==> src/rtl/shift_ctrl_if.sv <==
// Handshake and operand bundle between the issue stage, the shift sequencer
// and the barrel shifter.
interface shift_ctrl_if;
    logic        in_valid;
    logic        in_ready;
    logic [31:0] inst;
    logic [31:0] rm_data;
    logic        c_flag;
    logic        rs_req;
    logic [3:0]  rs_addr;
    logic [31:0] rs_data;
    logic        out_valid;
    logic        out_ready;
    logic [31:0] op1;
    logic [7:0]  shift_amount;
    logic [2:0]  shift_type;
    logic        c_in;

    modport master (
        output in_valid, inst, rm_data, c_flag, rs_data, out_ready,
        input  in_ready, rs_req, rs_addr, out_valid, op1, shift_amount, shift_type, c_in
    );

    modport slave (
        input  in_valid, inst, rm_data, c_flag, rs_data, out_ready,
        output in_ready, rs_req, rs_addr, out_valid, op1, shift_amount, shift_type, c_in
    );
endinterface

==> src/rtl/shift_ctrl.sv <==
// Operand-2 sequencer: decodes the ARM shifter-operand field and drives
// registered barrel-shifter operands, spending one extra cycle to read Rs.
module shift_ctrl (
    input  logic         clk,
    input  logic         reset,
    input  logic         flush,
    shift_ctrl_if.slave  bus
);
    typedef enum logic [1:0] {
        IDLE  = 2'd0,
        RS    = 2'd1,
        VALID = 2'd2
    } state_t;

    state_t      state;
    logic        accept;
    logic        dec_reg;
    logic [31:0] dec_op1;
    logic [7:0]  dec_amt;
    logic [2:0]  dec_type;
    logic        unused_bits;

    assign bus.in_ready = (state == IDLE) || (state == VALID && bus.out_ready);
    assign accept       = bus.in_valid && bus.in_ready;
    assign unused_bits  = ^{bus.inst[31:26], bus.inst[24:12], bus.rs_data[31:8]};

    always_comb begin
        dec_reg  = 1'b0;
        dec_op1  = bus.rm_data;
        dec_amt  = 8'h00;
        dec_type = 3'b000;
        if (bus.inst[25]) begin
            dec_op1  = {24'h0, bus.inst[7:0]};
            dec_amt  = {3'b000, bus.inst[11:8], 1'b0};
            dec_type = 3'b011;
        end else if (bus.inst[4]) begin
            dec_reg  = 1'b1;
            dec_type = {1'b0, bus.inst[6:5]};
        end else begin
            dec_amt  = {3'b000, bus.inst[11:7]};
            dec_type = {1'b1, bus.inst[6:5]};
        end
    end

    // A register-specified shift leaves shift_amount alone until Rs arrives.
    always_ff @(posedge clk) begin
        if (reset) begin
            state            <= IDLE;
            bus.out_valid    <= 1'b0;
            bus.rs_req       <= 1'b0;
            bus.rs_addr      <= 4'h0;
            bus.op1          <= 32'h0;
            bus.shift_amount <= 8'h00;
            bus.shift_type   <= 3'b000;
            bus.c_in         <= 1'b0;
        end else if (flush) begin
            state         <= IDLE;
            bus.out_valid <= 1'b0;
            bus.rs_req    <= 1'b0;
        end else if (accept) begin
            bus.op1        <= dec_op1;
            bus.shift_type <= dec_type;
            bus.c_in       <= bus.c_flag;
            bus.rs_addr    <= bus.inst[11:8];
            if (dec_reg) begin
                state         <= RS;
                bus.rs_req    <= 1'b1;
                bus.out_valid <= 1'b0;
            end else begin
                bus.shift_amount <= dec_amt;
                state            <= VALID;
                bus.rs_req       <= 1'b0;
                bus.out_valid    <= 1'b1;
            end
        end else begin
            case (state)
                RS: begin
                    bus.shift_amount <= bus.rs_data[7:0];
                    state            <= VALID;
                    bus.rs_req       <= 1'b0;
                    bus.out_valid    <= 1'b1;
                end
                VALID: begin
                    if (bus.out_ready) begin
                        state         <= IDLE;
                        bus.out_valid <= 1'b0;
                    end
                end
                default: begin
                end
            endcase
        end
    end
endmodule

==> src/flat_wrapper.sv <==
// flat-port wrapper written by rule: the top's interface ports become plain ports
module shift_ctrl_flat 
  (clk, reset, flush, bus_in_valid, bus_inst, bus_rm_data, bus_c_flag, bus_rs_data, bus_out_ready, bus_in_ready, bus_rs_req, bus_rs_addr, bus_out_valid, bus_op1, bus_shift_amount, bus_shift_type, bus_c_in);
  shift_ctrl_if bus_i ();
  input  logic clk;
  input  logic reset;
  input  logic flush;
  input wire logic [$bits(bus_i.in_valid)-1:0] bus_in_valid;
  input wire logic [$bits(bus_i.inst)-1:0] bus_inst;
  input wire logic [$bits(bus_i.rm_data)-1:0] bus_rm_data;
  input wire logic [$bits(bus_i.c_flag)-1:0] bus_c_flag;
  input wire logic [$bits(bus_i.rs_data)-1:0] bus_rs_data;
  input wire logic [$bits(bus_i.out_ready)-1:0] bus_out_ready;
  output wire logic [$bits(bus_i.in_ready)-1:0] bus_in_ready;
  output wire logic [$bits(bus_i.rs_req)-1:0] bus_rs_req;
  output wire logic [$bits(bus_i.rs_addr)-1:0] bus_rs_addr;
  output wire logic [$bits(bus_i.out_valid)-1:0] bus_out_valid;
  output wire logic [$bits(bus_i.op1)-1:0] bus_op1;
  output wire logic [$bits(bus_i.shift_amount)-1:0] bus_shift_amount;
  output wire logic [$bits(bus_i.shift_type)-1:0] bus_shift_type;
  output wire logic [$bits(bus_i.c_in)-1:0] bus_c_in;
  assign bus_i.in_valid = bus_in_valid;
  assign bus_i.inst = bus_inst;
  assign bus_i.rm_data = bus_rm_data;
  assign bus_i.c_flag = bus_c_flag;
  assign bus_i.rs_data = bus_rs_data;
  assign bus_i.out_ready = bus_out_ready;
  assign bus_in_ready = bus_i.in_ready;
  assign bus_rs_req = bus_i.rs_req;
  assign bus_rs_addr = bus_i.rs_addr;
  assign bus_out_valid = bus_i.out_valid;
  assign bus_op1 = bus_i.op1;
  assign bus_shift_amount = bus_i.shift_amount;
  assign bus_shift_type = bus_i.shift_type;
  assign bus_c_in = bus_i.c_in;
  shift_ctrl u_core (.clk(clk), .reset(reset), .flush(flush), .bus(bus_i));
endmodule
==> config.mk <==
export PLATFORM = sky130hd
export DESIGN_NAME = shift_ctrl_flat
export DESIGN_NICKNAME = d
export VERILOG_FILES = /design/src/rtl/shift_ctrl_if.sv /design/src/rtl/shift_ctrl.sv /design/src/flat_wrapper.sv
export SDC_FILE = /design/constraint.sdc
export NUM_CORES = 1
export LEC_CHECK = 0
export CORE_AREA = 2 2 91 49
export CTS_BUF_LIST = sky130_fd_sc_hd__clkbuf_8
export CTS_CLUSTER_DIAMETER = 100
export DETAILED_ROUTE_END_ITERATION = 8
export DIE_AREA = 0 0 93 51
export DONT_BUFFER_PORTS = 1
export HOLD_SLACK_MARGIN = 0.06
export PLACE_DENSITY = 0.69
export SYNTH_ARGS = -nofsm -noshare
export SYNTH_HDL_FRONTEND = slang
export SYNTH_SLANG_ARGS = --single-unit
==> constraint.sdc <==
create_clock -name clk -period 2.07 [get_ports clk]
set_input_delay 0.414 -clock clk [delete_from_list [all_inputs] [get_ports clk]]
set_output_delay 0.414 -clock clk [all_outputs]
set_load 0.02 [all_outputs]
* Word level (Yosys, flattened, before mapping)
Index checks and enable logic that the tools add are counted.
** Word-level totals
- Register bits after elaboration :: 52
- Latch bits :: 0
- Memory bits (writable) :: 0
- Memory bits (read-only) :: 0
- Input port bits :: 102
- Output and inout port bits :: 51
- Logic and storage cells :: 44
- Memories :: 0
** Cells by class
- Add/sub/neg operators :: 0
- Multiply operators :: 0
- Divide/modulo/power cells :: 0
- Magnitude comparators :: 0
- Equality and inequality tests :: 4
- Shifts and indexed selects :: 0
- Muxes and demuxes :: 21
- Bitwise logic cells :: 1
- Reduce and logical (&&, ||, !) cells :: 10
** Operators by type and width (number)
- $mux 32 :: 1
- $mux 8 :: 4
- $mux 1 :: 8
- $mux 2 :: 3
- $mux 3 :: 2
- $mux 5 :: 1
- $pmux 2 s2 :: 1
- $reduce_and 2->1 :: 2
- $ne 3x2->1 const B :: 1
- $reduce_and 3->1 :: 1
- $reduce_bool 3->1 :: 1
- $eq 2x1->1 const B :: 1
- $eq 2x2->1 const B :: 1
- $logic_and 1x1->1 :: 2
- $logic_not 2->1 :: 1
- $ne 2x2->1 const B :: 1
- $pmux 1 s2 :: 1
- $reduce_bool 2->1 :: 1
- $reduce_or 2->1 :: 1
- $logic_or 1x1->1 :: 1
- $not 1->1 :: 1

* Longest topological paths before layout
- Depth after elaboration :: 6
- Depth in mapped cells :: 8
- Mapped depth without buffers :: 7

* Worst setup path after synthesis
Ideal clock, no wire load.
- Path type :: reg-to-reg
- From :: register u_core.state[1]
- To :: register u_core.bus.shift_amount[1]
- Library setup time :: 0.091 ns
- Arrival time :: 1.743 ns
- Data required time :: 1.979 ns
- Setup slack :: 0.236 ns
- Cell stages (with the launch flop) :: 9
- Buffers on the path :: 1
- Clock period less this slack :: 1.834 ns
- Path through :: dfxtp_1 > inv_1 > ha_1 > a21oi_2 > inv_2 > a31oi_1 > buf_4 > a21oi_1 > a311oi_1
** On the way
- Word-level cells in the longest chain between the ends :: 6
- Elaborated cells on any way between the ends :: 10
- Those cells by class :: 3 x eq/ne; 1 x mux; 6 x reduce/logical
** Ends and longest elaborated chain
- from (decl) :: RTL line shift_ctrl.sv:15 : state_t state;
- from (signal assigned) :: RTL line shift_ctrl.sv:48 : state <= IDLE;
- from (signal assigned) :: RTL line shift_ctrl.sv:57 : state <= IDLE;
- from (signal assigned) :: RTL line shift_ctrl.sv:66 : state <= RS;
- $eq 2x2->1 :: RTL line shift_ctrl.sv:23 : assign bus.in_ready = (state == IDLE) || (state == VALID && bus.out_ready);
- $logic_and 1x1->1 :: RTL line shift_ctrl.sv:23
- $logic_or 1x1->1 (*) :: RTL line shift_ctrl.sv:23
- via bus_in_ready :: RTL line flat_wrapper.sv:14 : output wire logic [$bits(bus_i.in_ready)-1:0] bus_in_ready;
- $logic_and 1x1->1 (*) :: RTL line shift_ctrl.sv:24 : assign accept = bus.in_valid && bus.in_ready;
- $ne 2x2->1 (no source line) or $reduce_bool 2->1 (tied branches)
- $reduce_and 3->1 (no source line)
- to (signal assigned) :: RTL line shift_ctrl.sv:70 : bus.shift_amount <= dec_amt;
- to (signal assigned) :: RTL line shift_ctrl.sv:78 : bus.shift_amount <= bus.rs_data[7:0];
- to (decl) :: RTL line shift_ctrl_if.sv:26 : output in_ready, rs_req, rs_addr, out_valid, op1, shift_amount, shift_type, c_in
The timed path passes the listed nets; every way through them passes the cells marked *.
A chain may end at the register's enable or synchronous reset.

* Final worst setup path
- From :: register u_core.state[0]
- To :: register u_core.bus.shift_amount[6]
Same word-level chain as after synthesis.

==> results.md <==
- Tcrit/Tclk final: 92.0%
- Core area: between 0.004 and 0.005 mm2
- Row count: 17
- DRT Wirelength: a little over 5000 um
- Max stage delay on crit path: approximately 0.38 ns
- Setup crit end kind: flop
- Max_cap viols: 0
- Static leakage: 0.766 nW
- CTS tree: yes
- Initial Util: 51.8%
- Post-synthesis sequential area ratio: 48.3%
- Global-route wire length before repair: 7570 um
- Detail Route Antenna Nets: 0
- Drt first pass iters: 5
- Setup crit start: u_core.state[0]$_SDFFE_PP0P_
- DP Area: roughly 0.0021 mm2
- Final hold viol count: 0
- Worst Path Class, Setup: flop to flop
- Hold endpoint: u_core.bus.op1[22]$_SDFFE_PP0P_
- Clock Skews: 0.00312 ns
- I/O pin cnt: 153
- Slowest cell on the critical path: dfxtp_1
- Pwr dens: 814 mW/mm2
- Crit-path cells: inv_1 -> ha_1 -> a21oi_4 -> inv_2 -> a31oi_1 -> buf_4 -> nand2_1 -> a32o_1
- DR iter-0 viols: 83
- Tmin final: 1.90 ns
- Final instance area: around 0.0022 mm2
- GP Congestion: about 0.83
- H-tree depth: 2
- DPL Wire Length: approximately 3600 um
- # port buffers: 0
- DRC viols: 0
- Die Ht: around 50 um
- Mean Syn Cell Area: 8.74 um2
- Seq cells post-synth: 51
- Bufs on Longest Clock Path: 2
- Worst-Margin Slew: between 0.5 and 0.6 ns
- Path category of the worst min-delay check: input pin to flop
- RR Endpoint: u_core.bus.shift_amount[6]$_SDFFE_PP0P_
- Data required time of the worst path: around 2.3 ns
- Via count: 1,712
- Util after Layout: a little over half
- Clock transition at the registers of the reported paths: 0.08 ns
- Status: finished, final reports clean
- # diodes: 0
- Antenna violations before repair: 0
- Vias in the first global route: 1,506
- Endpoints failing setup: 0
- Sum Neg Setup Slack: 0 ns
- Worst hold start: reset
- Peak supply drop: 0.000413 V
- Startpoint types: flop
- R2r startpoint: u_core.state[0]$_SDFFE_PP0P_
- CTS root buf: clkbuf_8
- Max-slew violations: 0
- Layout cell share with drive strength beyond 1: a little under 7%
- Cells after Synth: between 200 and 250
- Avg WL per Cell: about 17 um
- Hold Path Depth: 1
- Largest net degree at the start of global routing: 51
- Ys Warns: 0
- Slew headroom: 61.6%
- RSZ-0062 raised after global routing: false
- Distinct cells, synth: 29
- Path depth of the worst reg2reg path: 8
- Via density: between 5 and 6
- TritonCTS buffer count: 5
- Mapped Nets: between 300 and 400
- Final nets: around 340
- Die width: between 90 and 100 um
- Area grow syn2layout: 4.85%
- Crit Path Max Fanout: 11
- GRT Residual Overflow: 0
- F_max: roughly 530 MHz
- Clk Latency, worst-skew pair: around 0.29 ns
- Synthesized area: about 0.0021 mm2
- DIE AREA: roughly 0.0047 mm2
- Hold Buf Count CTS: 0
- Overall Global Routing Usage: 20.8%
- R2R Setup Slk: around 0.17 ns
- CTS sink cnt: about 50
- WP data arrival: around 2.1 ns
[placed cells by master, fill, tap and decap left out, drive strengths merged, types with 8 or more instances in the layout]
master	Yosys	final
dfxtp	51	51
nand2	39	39
inv	6	8
nor2	11	11
mux2i	8	8
nand3b	24	24
a21oi	39	39
a211oi	8	8
nor3	8	8
[layer usage]
metal / GRT usage [%] / vias up / part of all wire (%)
met5: 0 / - / 0
met2: 29.3 / 86 / 41
met1: 28.8 / 793 / 45
met3: 10.2 / 2 / 14
li1: - / 831 / -
met4: 4.41 / 0 / 0.28
[per-stage QoR]
step                std cells  total power (W)  hold slack [ns]  setup slack (ns)
global route              291          0.00190            0.162            0.0284
floorplan                 242          0.00129            0.493             0.236
CTS                       291          0.00183            0.172            0.0910
global placement          283          0.00130            0.488             0.155
finish                    291          0.00181            0.189             0.167
detailed placement        283          0.00130            0.490             0.103
[cells by family after synthesis]
group | share of synthesized area (%)
buf+inv | 5.79
fa+ha+maj | 1.77
flops | 48.3
mux | 3.78
compound gates | 18.8
simple gates | 21.6
[Yosys cell counts]
master	n	area (um2)
buf_4	2	15.0
a222oi_1	1	10.0
and3_1	2	12.5
a22oi_1	4	30.0
a32o_1	3	30.0
nor3_1	8	40.0
ha_1	3	37.5
a21oi_2	1	8.76
nand3b_1	24	180
nand2_1	39	146
buf_1	1	3.75
nor4_1	2	12.5
inv_1	4	15.0
o21ai_0	1	5.00
clkbuf_1	12	45.0
nor2b_1	1	6.26
a21oi_1	38	190
buf_6	1	11.3
or3_1	1	6.26
nor2_1	11	41.3
buf_2	5	25.0
a31oi_1	2	12.5
mux2i_1	8	80.1
dfxtp_1	51	1020
inv_2	2	7.51
a311oi_1	5	43.8
a21o_1	1	7.51
or3_4	1	11.3
a211oi_1	8	60.1
[how the worst max path moves through the flow]
stage,end,slack (ns),depth (start not counted)
6_report,u_core.bus.shift_amount[6]$_SDFFE_PP0P_,0.17,8
3_5_place_dp,u_core.bus.shift_amount[6]$_SDFFE_PP0P_,0.10,8
3_3_place_gp,u_core.bus.shift_amount[7]$_SDFFE_PP0P_,0.15,8
4_1_cts,u_core.bus.shift_amount[6]$_SDFFE_PP0P_,0.09,8
2_1_floorplan,u_core.bus.shift_amount[1]$_SDFFE_PP0P_,0.24,8
5_1_grt,u_core.bus.shift_amount[5]$_SDFFE_PP0P_,0.03,8
[flip-flops by register name, summed over array words and instances (netlist names)]
signal and count:
u_core.bus.c_in 1, u_core.bus.op1 32, u_core.bus.rs_addr 4, u_core.bus.rs_req 1, u_core.bus.shift_amount 8, u_core.bus.shift_type 3, u_core.state 2
[final cells by class]
class                      instances  area (um2)
clock buffer                       5        68.8
clock inverter                     3        12.5
fill                             379        1870
inverter                           6        22.5
multi-input combinational        164         985
sequential                        51        1020
tap                               57        71.3
timing repair buffer               5        37.5
[where the power goes]
part,internal (W),leakage (nW),switching [W]
Clock,0.000228,0.0505,0.000295
Combinational,0.0000744,0.300,0.000101
Sequential,0.00103,0.416,0.0000833
[worst max-delay path, delay by kind of cell (launching register included)]
kind | cells | cell delay (ns)
AND/OR/NAND/NOR | 1 | 0.10
adder cells (fa/ha/maj) | 1 | 0.23
AO/OA/AOI/OAI | 3 | 0.69
buffers and inverters | 3 | 0.41
flip-flops | 1 | 0.38
[repair_timing]
item	in CTS	in global routing
setup endpoints to repair	0	4
gates resized for setup	0	1
setup buffers	0	0
No activity file was read; power rests on OpenSTA's default activity.
